[src/rtl/serial_adder_pkg.sv]
// Shared types and constants for the bit-serial adder.
package serial_adder_pkg;

    // Controller states; encodings are fixed and must not be reordered.
    typedef enum logic [1:0] {
        ST_IDLE = 2'd0,
        ST_RUN  = 2'd1,
        ST_DONE = 2'd2
    } state_e;

    // Supported operand width range.
    localparam int unsigned WIDTH_MIN = 32'd1;
    localparam int unsigned WIDTH_MAX = 32'd32;

    // True when w is a supported operand width.
    function automatic logic width_legal(input int unsigned w);
        return (w >= WIDTH_MIN) && (w <= WIDTH_MAX);
    endfunction

endpackage

[src/rtl/serial_adder_if.sv]
// Start/done handshake bundle between the serial adder and its client.
interface serial_adder_if #(parameter int WIDTH = 8);
    logic             start_valid;
    logic             start_ready;
    logic [WIDTH-1:0] a_in;
    logic [WIDTH-1:0] b_in;
    logic             cin;
    logic             done_valid;
    logic             done_ready;
    logic [WIDTH-1:0] sum_out;
    logic             cout;

    // Client side: presents operands, consumes results.
    modport master (
        output start_valid, a_in, b_in, cin, done_ready,
        input  start_ready, done_valid, sum_out, cout
    );

    // Adder side.
    modport slave (
        input  start_valid, a_in, b_in, cin, done_ready,
        output start_ready, done_valid, sum_out, cout
    );
endinterface

[src/rtl/half_adder.sv]
// Existing one-bit half adder cell.
module half_adder (
    input  logic a,
    input  logic b,
    output logic s,
    output logic c
);
    assign s = a ^ b;
    assign c = a & b;
endmodule

[src/rtl/serial_adder_full_adder.sv]
// One-bit full-adder slice built from two half adders and an OR.
module full_adder (
    input  logic a,
    input  logic b,
    input  logic cin,
    output logic s,
    output logic cout
);
    logic s1_s;
    logic c1_s;
    logic c2_s;

    half_adder u_ha0 (.a(a),    .b(b),   .s(s1_s), .c(c1_s));
    half_adder u_ha1 (.a(s1_s), .b(cin), .s(s),    .c(c2_s));

    assign cout = c1_s | c2_s;
endmodule

[src/rtl/serial_adder.sv]
// Bit-serial adder: one full-adder slice, LSB first, WIDTH clocks per sum.
module serial_adder
    import serial_adder_pkg::*;
#(
    parameter int WIDTH = 8
) (
    input  logic          clk,
    input  logic          rst,
    serial_adder_if.slave bus
);
    localparam int CNT_W = $clog2(WIDTH + 1);
    localparam logic [CNT_W-1:0] CNT_LAST = CNT_W'(WIDTH - 1);

    if (!width_legal(WIDTH)) begin : g_bad_width
        $error("serial_adder: WIDTH must be within 1..32");
    end

    state_e           state_r;
    state_e           state_nxt_s;
    logic [WIDTH-1:0] a_sh_r;
    logic [WIDTH-1:0] b_sh_r;
    logic [WIDTH-1:0] sum_sh_r;
    logic [WIDTH-1:0] sum_nxt_s;
    logic             carry_r;
    logic [CNT_W-1:0] cnt_r;
    logic             s_bit_s;
    logic             c_bit_s;
    logic             start_hs_s;
    logic             done_hs_s;

    full_adder u_slice (
        .a    (a_sh_r[0]),
        .b    (b_sh_r[0]),
        .cin  (carry_r),
        .s    (s_bit_s),
        .cout (c_bit_s)
    );

    // Handshakes qualify on registered state only, never on outputs.
    assign start_hs_s = bus.start_valid && (state_r == ST_IDLE);
    assign done_hs_s  = bus.done_ready  && (state_r == ST_DONE);

    assign bus.start_ready = (state_r == ST_IDLE);
    assign bus.done_valid  = (state_r == ST_DONE);
    assign bus.sum_out     = sum_sh_r;
    assign bus.cout        = carry_r;

    // New sum bit enters at the MSB end so bit 0 lands in place after WIDTH shifts.
    always_comb begin
        sum_nxt_s = sum_sh_r >> 1;
        sum_nxt_s[WIDTH-1] = s_bit_s;
    end

    // Next-state decode for the IDLE/RUN/DONE controller.
    always_comb begin
        state_nxt_s = state_r;
        case (state_r)
            ST_IDLE: begin
                if (start_hs_s) state_nxt_s = ST_RUN;
                else            state_nxt_s = ST_IDLE;
            end
            ST_RUN: begin
                if (cnt_r == CNT_LAST) state_nxt_s = ST_DONE;
                else                   state_nxt_s = ST_RUN;
            end
            ST_DONE: begin
                if (done_hs_s) state_nxt_s = ST_IDLE;
                else           state_nxt_s = ST_DONE;
            end
            default: state_nxt_s = ST_IDLE;
        endcase
    end

    // Controller state register.
    always_ff @(posedge clk or posedge rst) begin
        if (rst) state_r <= ST_IDLE;
        else     state_r <= state_nxt_s;
    end

    // Operand/sum shifters, carry flip-flop and bit counter.
    always_ff @(posedge clk or posedge rst) begin
        if (rst) begin
            a_sh_r   <= '0;
            b_sh_r   <= '0;
            sum_sh_r <= '0;
            carry_r  <= 1'b0;
            cnt_r    <= '0;
        end else if (start_hs_s) begin
            a_sh_r  <= bus.a_in;
            b_sh_r  <= bus.b_in;
            carry_r <= bus.cin;
            cnt_r   <= '0;
        end else if (state_r == ST_RUN) begin
            a_sh_r   <= a_sh_r >> 1;
            b_sh_r   <= b_sh_r >> 1;
            sum_sh_r <= sum_nxt_s;
            carry_r  <= c_bit_s;
            cnt_r    <= cnt_r + CNT_W'(1);
        end else begin
            a_sh_r   <= a_sh_r;
            b_sh_r   <= b_sh_r;
            sum_sh_r <= sum_sh_r;
            carry_r  <= carry_r;
            cnt_r    <= cnt_r;
        end
    end

endmodule
[src/flat_wrapper.sv]
// flat-port wrapper written by rule: the top's interface ports become plain ports
module serial_adder_flat import serial_adder_pkg::*;
#(
    parameter int WIDTH = 8
)
  (clk, rst, bus_start_valid, bus_a_in, bus_b_in, bus_cin, bus_done_ready, bus_start_ready, bus_done_valid, bus_sum_out, bus_cout);
  serial_adder_if #(.WIDTH(WIDTH)) bus_i ();
  input  logic clk;
  input  logic rst;
  input wire logic [$bits(bus_i.start_valid)-1:0] bus_start_valid;
  input wire logic [$bits(bus_i.a_in)-1:0] bus_a_in;
  input wire logic [$bits(bus_i.b_in)-1:0] bus_b_in;
  input wire logic [$bits(bus_i.cin)-1:0] bus_cin;
  input wire logic [$bits(bus_i.done_ready)-1:0] bus_done_ready;
  output wire logic [$bits(bus_i.start_ready)-1:0] bus_start_ready;
  output wire logic [$bits(bus_i.done_valid)-1:0] bus_done_valid;
  output wire logic [$bits(bus_i.sum_out)-1:0] bus_sum_out;
  output wire logic [$bits(bus_i.cout)-1:0] bus_cout;
  assign bus_i.start_valid = bus_start_valid;
  assign bus_i.a_in = bus_a_in;
  assign bus_i.b_in = bus_b_in;
  assign bus_i.cin = bus_cin;
  assign bus_i.done_ready = bus_done_ready;
  assign bus_start_ready = bus_i.start_ready;
  assign bus_done_valid = bus_i.done_valid;
  assign bus_sum_out = bus_i.sum_out;
  assign bus_cout = bus_i.cout;
  serial_adder #(.WIDTH(WIDTH)) u_core (.clk(clk), .rst(rst), .bus(bus_i));
endmodule
[config.mk]
export PLATFORM = sky130hd
export DESIGN_NAME = serial_adder_flat
export DESIGN_NICKNAME = d
export VERILOG_FILES = /design/src/rtl/serial_adder_pkg.sv /design/src/rtl/serial_adder_if.sv /design/src/rtl/half_adder.sv /design/src/rtl/serial_adder_full_adder.sv /design/src/rtl/serial_adder.sv /design/src/flat_wrapper.sv
export SDC_FILE = /design/constraint.sdc
export NUM_CORES = 1
export LEC_CHECK = 0
export ABC_AREA = 0
export CAP_MARGIN = 15
export CORE_MARGIN = 8
export CORE_UTILIZATION = 45
export CTS_BUF_LIST = sky130_fd_sc_hd__clkbuf_4
export DETAILED_ROUTE_END_ITERATION = 12
export GPL_TIMING_DRIVEN = 1
export PLACE_DENSITY = 0.76
export SYNTH_ARGS = -nofsm -noshare
export SYNTH_HDL_FRONTEND = slang
export SYNTH_SLANG_ARGS = --single-unit
export TNS_END_PERCENT = 1
[constraint.sdc]
create_clock -name clk -period 1.2 [get_ports clk]
set_input_delay 0.24 -clock clk [delete_from_list [all_inputs] [get_ports clk]]
set_output_delay 0.24 -clock clk [all_outputs]
set_load 0.005 [all_outputs]
Word-level counts from Yosys, hierarchy flattened
Cells that the tools add are included.
{ "word_totals": {"register_bits": 31, "elab_cells": 33} }
{ "classes": {"n_mux": 12, "n_reduce_logical": 5, "add_sub_neg": 1, "bitwise_logic": 6, "eq_ne": 3} }
{ "ops": {"columns": ["cell", "count"], "rows": [
  ["8-bit two-way mux", 4],
  ["4-bit two-way mux", 2],
  ["2-bit case mux with 3 select lines", 1],
  ["4-bit by 1-bit adder with 4-bit output (second input constant)", 1],
  ["4-bit by 3-bit equality test with 1-bit output (second input constant)", 1],
  ["2-bit two-way mux", 2],
  ["1-bit two-way mux", 3],
  ["1-bit bitwise AND", 2],
  ["2-bit by 1-bit equality test with 1-bit output (second input constant)", 1],
  ["2-bit equality test (second input constant)", 1],
  ["1-bit logical AND", 2],
  ["2-bit zero test", 1],
  ["2-bit AND reduction", 1],
  ["2-bit nonzero test", 1],
  ["1-bit bitwise XOR", 2],
  ["1-bit inverter", 1],
  ["1-bit bitwise OR", 1]
]} }

Depth between registers and ports, before layout
Gate-level depths: netlist of the first run.
{ "depth": {"depth_word": 5, "ltp_mapped": 5} }

By module
From an unflattened synthesis of the first run, not the netlist that was laid out.
{ "hier_totals": {"hier_cells": 143, "hier_area_um2": 1385.1} }
{ "by_module_without_submodules": {"columns": ["mod", "cells_each", "n_inst", "area_each_um2", "seq_area_each_um2"], "rows": [
  ["serial_adder", 140, 1, 1353.8, 775.7],
  ["half_adder", 1, 2, 12.5, 0.0],
  ["full_adder", 1, 1, 6.3, 0.0]
]} }

Worst setup path before layout of the first run
OpenSTA, ideal clock, no wires.
{ "synth_timing": {"path_type": "reg2reg", "from": "register u_core.state_r[0]", "to": "register u_core.a_sh_r[0]", "period_less_slack_ns": 1.174, "path_slack_ns": 0.026, "path_buffers": 2, "path_stages_with_launch": 6, "t_arrival_ns": 1.050, "path_cell_list": "dfrtp_1 -> nor2b_1 -> buf_4 -> buf_6 -> a22oi_1 -> nand2_1"} }
{ "synth_between": {"elab_chain_len": 3, "elab_cells_between_ends": 5, "cone_classes": "eq/ne: 1; mux: 1; reduce/logical: 3"} }
{ "synth_rtl": {"columns": ["item", "line_no", "source"], "rows": [
  ["from (decl)", "serial_adder.sv:18", "state_e state_r;"],
  ["from (signal assigned)", "serial_adder.sv:77", "else state_r <= state_nxt_s;"],
  ["2-bit zero test", "serial_adder.sv:40", "assign start_hs_s = bus.start_valid && (state_r == ST_IDLE);"],
  ["1-bit logical AND", "serial_adder.sv:40", null],
  ["8-bit two-way mux or 2-bit nonzero test (tied branches)", null, null],
  ["to (signal assigned)", "serial_adder.sv:89", "a_sh_r <= bus.a_in;"],
  ["to (signal assigned)", "serial_adder.sv:94", "a_sh_r <= a_sh_r >> 1;"],
  ["to (signal assigned)", "serial_adder.sv:100", "a_sh_r <= a_sh_r;"],
  ["to (decl)", "serial_adder.sv:20", "logic [WIDTH-1:0] a_sh_r;"]
]} }
Parallel ways exist; a longest one is shown, timed or not.
A chain may end at the register's enable or synchronous reset.

Final worst setup path of the first run
{ "layout_timing": {"from": "register u_core.state_r[1]", "to": "register u_core.a_sh_r[0]"} }
The elaborated chain is that of the path after synthesis.

==> results.ini, run 1 <==
[status]
status = complete, but fails checks
violations = setup timing

[logic_synthesis]
synth-xor-area-share = 0.00652
synth_edf_count = 0
synth_top_family_by_area = simple AND/OR/NAND/NOR gates
yosys_warnings = 0
synthAdderAreaFrac = 0.0242
syn_inst = 139
seq_area_frac_synth = 0.578
synth_cell_types = 24
syn-cell-area_um2 = 1340
synthesis.nets = 162
postSynthAreaPerCell_um2 = 9.66
ys_async_sr_fraction = 1.00
synthMuxAreaShare = 0
synth_flop_cell = dfrtp_1
synthSimpleGateAreaFrac = 0.209
ys_seq_elements = 31
synth-compound-area-share = 0.139

[timing]
slew_viol_final = 0
grt_setup_unrepaired = true
setup_viol = 32
tns_ps = -6160
worst_pin_slew_ps = 436
fin_crit_ps = 1440
slew_headroom = 0.709
fin_ws_ps = -241
fin_worst_skew_ps = 5.24
fmax_ghz = 0.694
hold_violations = 0
fin_hold_ws_ps = 245
fin_crit_sh = 1.20

[clock_network]
htreeDepth = 2
root_buffer = clkbuf_4
clkLatencyLatePin_ps = 330
clkSlewWorstSetupHoldPaths_ps = 90
clk_path_buf_depth = 2
cts_tree = built
cts_buffers = 5
clock-sinks = 31

[floorplanning]
die_h_um = 70.6
fp-row-count = 20
die-area_um2 = 4990
initial_utilization = 0.455
ios = 32
core_um2 = 2950
die_x_um = 70.6

[setup_path]
crit_slowest_cell = dfrtp_1
cp-end-kind = register
crit_arrival_ps = 1710
cp.required_ps = 1470
worst-setup-path-type = reg2reg
path_max_fanout = 6
slowest_delay_ps = 420
crit_path_start_kind = register
crit_top_cell = buf_6
path_cells = buf_6 -> buf_6 -> buf_6 -> nor3b_4 -> buf_6 -> buf_12 -> a22oi_1 -> nand2_1

[pwr]
p_sw_mw = 1.80
cellPowerDensity_nw_per_um2 = 2360
clkPwrFrac = 0.113
pwr-share-seq = 0.364
p_total_mw = 4.85
peakVddDrop_v = 0.00114
swShare = 0.372
p_leak_nw = 1.03
p_comb_frac = 0.522
p_int_mw = 3.05

[final_layout]
nets = 223
n_antenna_cell = 0
nFillCells = 224
areaGrowthSynthToFinish_pct = 52.8
drive_gt1_frac = 0.285
seq_area_um2 = 776
fin_util = 0.695
multiInputGateArea_um2 = 566

[flow_run]
maxCapViolations = 0

[route]
drc = 0
met3_length_um = 246
first_iter_violations = 66
wl_met2_um = 1820
highest_layer = met4
first_pass_iters = 4
via_count = 1224
wirelength_um = 3720
wl_per_cell_um = 16.0
ant_nets = 0
wl_met1_um = 1620
routed_via_density = 5.25

[global_route]
antenna_found_initial = 0
grt_overflow = 0
grt_max_degree = 32
track_usage = 0.132
grt_pass1_vias = 1238
grt_first_pass_wirelength_um = 5350

[placed_design]
place_congestion = 0.778
port_buffers = 31
dpl.hpwl_um = 2060

[min_path]
hold_path_class = in2async

metal layers:
metal	track usage	vias to the layer above
li1	-	579
met1	0.148	596
met2	0.218	43
met3	0.0579	6
met4	0.0485	0
met5	0	-
cell usage in the layout, fill, tap and decap left out, drive strengths merged, types with 2 or more instances in the layout:
cell type,netlist,final
buf,8,30
clkinv,0,2
clkdlybuf4s15,0,3
o21ai,5,5
dfrtp,31,31
inv,2,2
nor2b,2,2
clkdlybuf4s50,0,20
clkbuf,0,14
nand2,62,62
a22oi,15,15
registers in the layout (all words and copies together), names as in the netlist:
| register | cells |
|---|---|
| u_core.a_sh_r | 8 |
| u_core.b_sh_r | 8 |
| u_core.bus.sum_out | 8 |
| u_core.cnt_r | 4 |
| u_core.state_r | 2 |
| u_core.bus.cout | 1 |
layout make-up:
class / instances / share of cell area
well taps: 33 / 0.0201
multi-input cells: 98 / 0.276
inverters: 2 / 0.00366
flip-flops and latches: 31 / 0.378
clock buffers: 5 / 0.0183
repair buffers: 62 / 0.300
clock inverters: 2 / 0.00427
cell usage after synthesis, types with 2 or more instances:
library cell	instances	share of area
nor2b_1	2	0.0093
buf_4	2	0.011
inv_1	2	0.0056
dfrtp_1	31	0.58
o21ai_0	4	0.015
a22oi_1	15	0.084
buf_2	5	0.019
nand2_1	62	0.17
kinds of logic (layout without fill, tap and decap cells):
family,Yosys count,count (layout)
AOI/OAI and AO/OA,26,26
buffers and inverters,10,71
DFF,31,31
adders and majority gates,2,2
xor gates and xnor gates,1,1
and+or+nand+nor,69,69
timing repair:
action	in CTS	in global routing
gates cloned	0	3
setup buffers	13	5
hold buffers	0	0
setup endpoints to repair	41	39
hold endpoints to repair	0	0
pin swaps	2	8
gates resized for setup	34	17
power by group through the flow:
stage | clock (mW) | sequential [mW] | combinational (mW)
after floorplan | 0 | 1.76 | 1.08
after global placement | 0 | 1.77 | 1.74
after detailed placement | 0 | 1.80 | 1.83
after CTS | 0.562 | 1.74 | 2.11
after global routing | 0.608 | 1.82 | 2.76
final | 0.550 | 1.77 | 2.53
stage by stage:
stage	setup slack, ps	instances	area [um^2]
after global routing	-290	233	2050
after floorplan	25.6	139	1340
after global placement	-304	205	1760
after CTS	-205	225	1940
after detailed placement	-371	205	1760
final	-241	233	2050
path summary, 6_finish.rpt:
check / start / endpoint / slack [ps] / depth (start not counted)
max: u_core.state_r[1]$_DFF_PP0_ / u_core.a_sh_r[0]$_DFFE_PP0P_ / -240 / 8
min: rst / u_core.b_sh_r[4]$_DFFE_PP0P_ / 240 / 3
max reg2reg: u_core.state_r[1]$_DFF_PP0_ / u_core.a_sh_r[0]$_DFFE_PP0P_ / -240 / 8
min reg2reg: u_core.bus.sum_out[0]$_DFFE_PP0P_ / u_core.bus.sum_out[0]$_DFFE_PP0P_ / 490 / 2
max in group asynchronous: rst / u_core.bus.cout$_DFFE_PP0P_ / 790 / 3
min in group clk: bus_b_in[7] / u_core.b_sh_r[7]$_DFFE_PP0P_ / 450 / 3
critical path, delay by kind of cell, from the launching register on:
kind | cells | cell delay (ps)
buffers and inverters | 5 | 650
and+or+nand+nor | 2 | 240
AOI/OAI and AO/OA | 1 | 70
DFF | 1 | 420
Note: power is estimated with default switching activity, not from simulation.
==> run 2: changes to the inputs <==
- CELL_PAD_IN_SITES_DETAIL_PLACEMENT: default -> 0
- CELL_PAD_IN_SITES_GLOBAL_PLACEMENT: default -> 1
- CORE_UTILIZATION: 45 -> 34
- PLACE_DENSITY: 0.76 -> default
- PLACE_DENSITY_LB_ADDON: default -> 0.1
==> run 2 against run 1 <==
The flow still finishes with violations (setup timing). Maximum frequency up 7.5%. Global-route usage decreased by 1.8 points. Critical path depth shrank 5. Cell count increased by 6.9%. Register-to-register slack better by 140 ps. Final area is 2.7% lower. Clock power rose by 45%. Flip-flop and latch count stayed put. Worst setup slack better by 100 ps. Largest cell class unchanged.
==> results.ini, run 2 (same netlist as run 1, synthesis figures left out) <==
[status]
status = complete, but fails checks
violations = setup timing

[route]
first_pass_iters = 4
ant_nets = 0
drc = 0
first_iter_violations = 72
via_count = 1176
routed_via_density = 4.72
wirelength_um = 3280
wl_per_cell_um = 13.2

[final_layout]
fin_cells = 249
areaGrowthSynthToFinish_pct = 48.7
drive_gt1_frac = 0.271
nets = 221
n_antenna_cell = 0
final_cell_mix = 61 x nand2_1, 31 x dfrtp_1, 20 x clkdlybuf4s50_1
fin_util = 0.510
nFillCells = 402
final_common_cell = nand2_1

[timing]
fin_crit_sh = 1.12
fmax_ghz = 0.746
slew_viol_final = 0
fin_worst_skew_ps = 7.64
worst_pin_slew_ps = 429
fin_crit_ps = 1340
slew_headroom = 0.713
grt_setup_unrepaired = true
hold_violations = 0
tns_ps = -1940
setup_viol = 24
fin_ws_ps = -141

[global_route]
grt_pass1_vias = 1258
grt_first_pass_wirelength_um = 5600
track_usage = 0.114
antenna_found_initial = 0
grt_max_degree = 32
grt_overflow = 0

[placed_design]
dpl.hpwl_um = 2140
port_buffers = 31
dpl.cell_count = 225
dp_slack_ps = -344
place_congestion = 0.682

[min_path]
hold_path_class = in2async

[pwr]
pwr-share-seq = 0.367
p_int_mw = 3.06
p_sw_mw = 1.67
clkPwrFrac = 0.168
p_leak_nw = 1.01
peakVddDrop_v = 0.00103
cellPowerDensity_nw_per_um2 = 2370
swShare = 0.353
p_comb_frac = 0.465

[floorplanning]
fp-row-count = 23
die_x_um = 78.8
die_h_um = 78.8
initial_utilization = 0.343
core_um2 = 3910
die-area_um2 = 6220
ios = 32

[setup_path]
worst-setup-path-type = reg2out
crit_arrival_ps = 1100
cp.required_ps = 960
crit_start = u_core.state_r[1]$_DFF_PP0_
timing.rr.start = u_core.bus.cout$_DFFE_PP0P_
crit_path_start_kind = register
path_cells = buf_6 -> nor2b_4 -> buf_2
crit_family = flip-flops
crit_slowest_cell = dfrtp_1
slowest_delay_ps = 410
cp-end-kind = output pin
path_max_fanout = 4
worst-path-buf-inv = 2

[clock_network]
clkLatencyLatePin_ps = 330
clock-sinks = 31
root_buffer = clkbuf_4
htreeDepth = 2
cts_tree = built
clk_path_buf_depth = 2
cts_buffers = 5
hold_buffers = 0
clkSlewWorstSetupHoldPaths_ps = 100

[flow_run]
maxCapViolations = 0

## run 2: layout make-up
type | instances | area (um^2) | share of cell area
inverters | 2 | 7.51 | 0.00376
well taps | 50 | 62.6 | 0.0313
repair buffers | 59 | 517 | 0.259
multi-input cells | 99 | 558 | 0.279
clock buffers | 5 | 37.5 | 0.0188
clock inverters | 3 | 38.8 | 0.0194
flip-flops and latches | 31 | 776 | 0.388
## run 2: final timing paths
kind | to | slack (ps) | cells past startpoint
hold / removal | u_core.b_sh_r[2]$_DFFE_PP0P_ | 240 | 3
setup reg to reg | u_core.bus.cout$_DFFE_PP0P_ | -100 | 4
hold reg to reg | u_core.b_sh_r[1]$_DFFE_PP0P_ | 480 | 2
setup / recovery | bus_done_valid | -140 | 3
min in group clk | u_core.a_sh_r[7]$_DFFE_PP0P_ | 460 | 3
max in group asynchronous | u_core.a_sh_r[1]$_DFFE_PP0P_ | 790 | 3
## run 2: repair_timing
item / CTS / global route
endpoints found under the setup margin: 39 / 42
gates resized for setup: 35 / 17
cloned: 1 / 0
pin swaps: 1 / 0
setup buffers: 12 / 3
## run 2: power groups by stage
stage               Combinational (mW)  Clock (mW)  Sequential (mW)
floorplan                         1.08           0             1.76
finish                            2.20       0.795             1.74
CTS                               2.13       0.819             1.73
detailed placement                1.84           0             1.79
global route                      2.46       0.874             1.79
global placement                  1.81           0             1.77
## run 2: metrics by stage
step / total power, mW / area, um^2 / hold WS, ps
after floorplan: 2.84 / 1340 / 344
after global placement: 3.58 / 1790 / 459
after detailed placement: 3.63 / 1790 / 463
after CTS: 4.68 / 1990 / 237
after global routing: 5.13 / 2000 / 234
final: 4.74 / 2000 / 237
## run 2: metal layers
metal / track usage / part of all wire
met1: 0.117 / 0.44
met2: 0.200 / 0.50
met3: 0.0553 / 0.055
met4: 0.0333 / 0.0082
met5: 0 / 0
## run 2: worst min-delay path: stages
cell	delay [ps]
clkdlybuf4s50_1	390
inv_1	90
buf_12	210
==> run 3: changes to the inputs <==
- REMOVE_ABC_BUFFERS: default -> 1
- clock period: 1.2 -> 1.1 ns (I/O delays scaled with it)
==> run 3 against run 2 <==
The flow still finishes with violations (setup timing). Die area did not move. Via count is 2.9% lower. Hold slack got worse by 19 ps. Flip-flop and latch count stayed put. Worst setup slack worse by 92 ps. Register-to-register slack worse by 120 ps. Final area grew 3.3%. Clock power fell by 19%. Utilization up 1.7 points. Cell count did not move. Wire length down 5.8%. Clock-buffer cell count grew 1. Critical path type unchanged. Critical endpoint unchanged.
==> results.ini, run 3 (same netlist as run 1, synthesis figures left out) <==
[timing]
worst_pin_slew_ps = 205
slew_viol_final = 0
fin_hold_ws_ps = 218
fin_crit_sh = 1.21
fmax_ghz = 0.750
fin_crit_ps = 1330
fin_ws_ps = -233
tns_ps = -5530
grt_setup_unrepaired = true
fin_worst_skew_ps = 10.9
slew_headroom = 0.863
setup_viol = 33
hold_violations = 0

[pwr]
p_comb_frac = 0.509
cellPowerDensity_nw_per_um2 = 2530
p_sw_mw = 1.89
pwr-share-seq = 0.368
p_int_mw = 3.33
swShare = 0.363
peakVddDrop_v = 0.000967
p_leak_nw = 1.01
clkPwrFrac = 0.123

[clock_network]
root_buffer = clkbuf_4
clk_path_buf_depth = 2
cts_tree = built
clkSlewWorstSetupHoldPaths_ps = 100
htreeDepth = 2
clkLatencyLatePin_ps = 340
cts_buffers = 5
clock-sinks = 31

[placed_design]
place_congestion = 0.675
dpl.hpwl_um = 2120
port_buffers = 31

[route]
first_iter_violations = 41
ant_nets = 0
wl_per_cell_um = 12.4
via_count = 1142
drc = 0
first_pass_iters = 4
routed_via_density = 4.59
wirelength_um = 3090

[setup_path]
crit_path_start_kind = register
cp-end-kind = output pin
cp.required_ps = 880
worst-setup-path-type = reg2out
crit_arrival_ps = 1110
path_max_fanout = 3

[global_route]
track_usage = 0.110
grt_pass1_vias = 1230
grt_max_degree = 32
grt_first_pass_wirelength_um = 5330
antenna_found_initial = 0
grt_overflow = 0

[floorplanning]
die_x_um = 78.8
initial_utilization = 0.343
fp-row-count = 23
ios = 32
die_h_um = 78.8
core_um2 = 3910
die-area_um2 = 6220

[final_layout]
drive_gt1_frac = 0.347
final_cell_mix = 62 x nand2_1, 31 x dfrtp_1, 20 x clkdlybuf4s50_1
nets = 221
final_common_cell = nand2_1
n_antenna_cell = 0
nFillCells = 371
areaGrowthSynthToFinish_pct = 53.6

[flow_run]
maxCapViolations = 0

[min_path]
hold_path_class = in2async

[status]
status = complete, but fails checks
violations = setup timing

==> run 3: cell count changes in the layout (fill, tap and decap cells not counted), sizes merged <==
cell and delta:
buf +1, clkbuf +1, bufinv -1, nor2b -1
==> run 3: area by class of cell <==
| class | instances | area, um^2 | share of cell area |
|---|---|---|---|
| inverter | 2 | 7.51 | 0.00364 |
| tap | 50 | 62.6 | 0.0303 |
| sequential | 31 | 776 | 0.376 |
| multi-input combinational | 98 | 632 | 0.306 |
| timing repair buffer | 60 | 532 | 0.258 |
| clock inverter | 2 | 7.51 | 0.00364 |
| clock buffer | 6 | 45.0 | 0.0218 |
==> run 3: path summary, 6_finish.rpt <==
| check | from | to | slack (ps) | cells after the start |
|---|---|---|---|---|
| worst max-delay path | u_core.state_r[0]$_DFF_PP0_ | bus_done_valid | -230 | 3 |
| worst min-delay path | rst | u_core.bus.sum_out[2]$_DFFE_PP0P_ | 220 | 3 |
| worst max register to register | u_core.state_r[0]$_DFF_PP0_ | u_core.a_sh_r[5]$_DFFE_PP0P_ | -220 | 6 |
| worst min register to register | u_core.bus.sum_out[0]$_DFFE_PP0P_ | u_core.bus.sum_out[0]$_DFFE_PP0P_ | 480 | 2 |
| max in group asynchronous | rst | u_core.a_sh_r[3]$_DFFE_PP0P_ | 710 | 3 |
| min in group clk | bus_b_in[7] | u_core.b_sh_r[7]$_DFFE_PP0P_ | 410 | 3 |
==> run 3: timing repair <==
item | in CTS | in global routing
cloned | 1 | 0
setup endpoints to repair | 42 | 42
setup buffers | 8 | 0
pin swaps | 20 | 12
hold buffers | 0 | 0
resized for setup | 61 | 11
==> run 3: power groups by stage <==
stage / clock network, mW / registers, mW / logic [mW]
3_5_place_dp: 0 / 1.92 / 2.18
2_1_floorplan: 0 / 1.91 / 1.02
3_3_place_gp: 0 / 1.91 / 2.14
4_1_cts: 0.670 / 1.92 / 2.75
5_1_grt: 0.723 / 1.98 / 2.95
6_report: 0.644 / 1.92 / 2.66
==> run 3: worst max-delay path, cell delays in order (launching register included) <==
cell     delay (ps)
dfrtp_1         410
buf_6           130
nor2b_4         110
buf_2           120
==> run 3: per-layer routing <==
metal / GRT usage / part of all wire / vias to the layer above
li1: - / - / 577
met1: 0.116 / 0.42 / 536
met2: 0.186 / 0.51 / 23
met3: 0.0429 / 0.050 / 6
met4: 0.0556 / 0.020 / 0
met5: 0 / 0 / -
==> run 3: through the flow <==
stage	worst slack (ps)	total power [mW]	util	instance area, um^2	cells
after CTS	-213	5.34	0.538	2110	249
after global routing	-272	5.65	0.527	2060	249
after detailed placement	-270	4.11	0.473	1850	233
after floorplan	-674	2.93	-	1290	131
final	-233	5.22	0.527	2060	249
after global placement	-232	4.05	0.473	1850	233
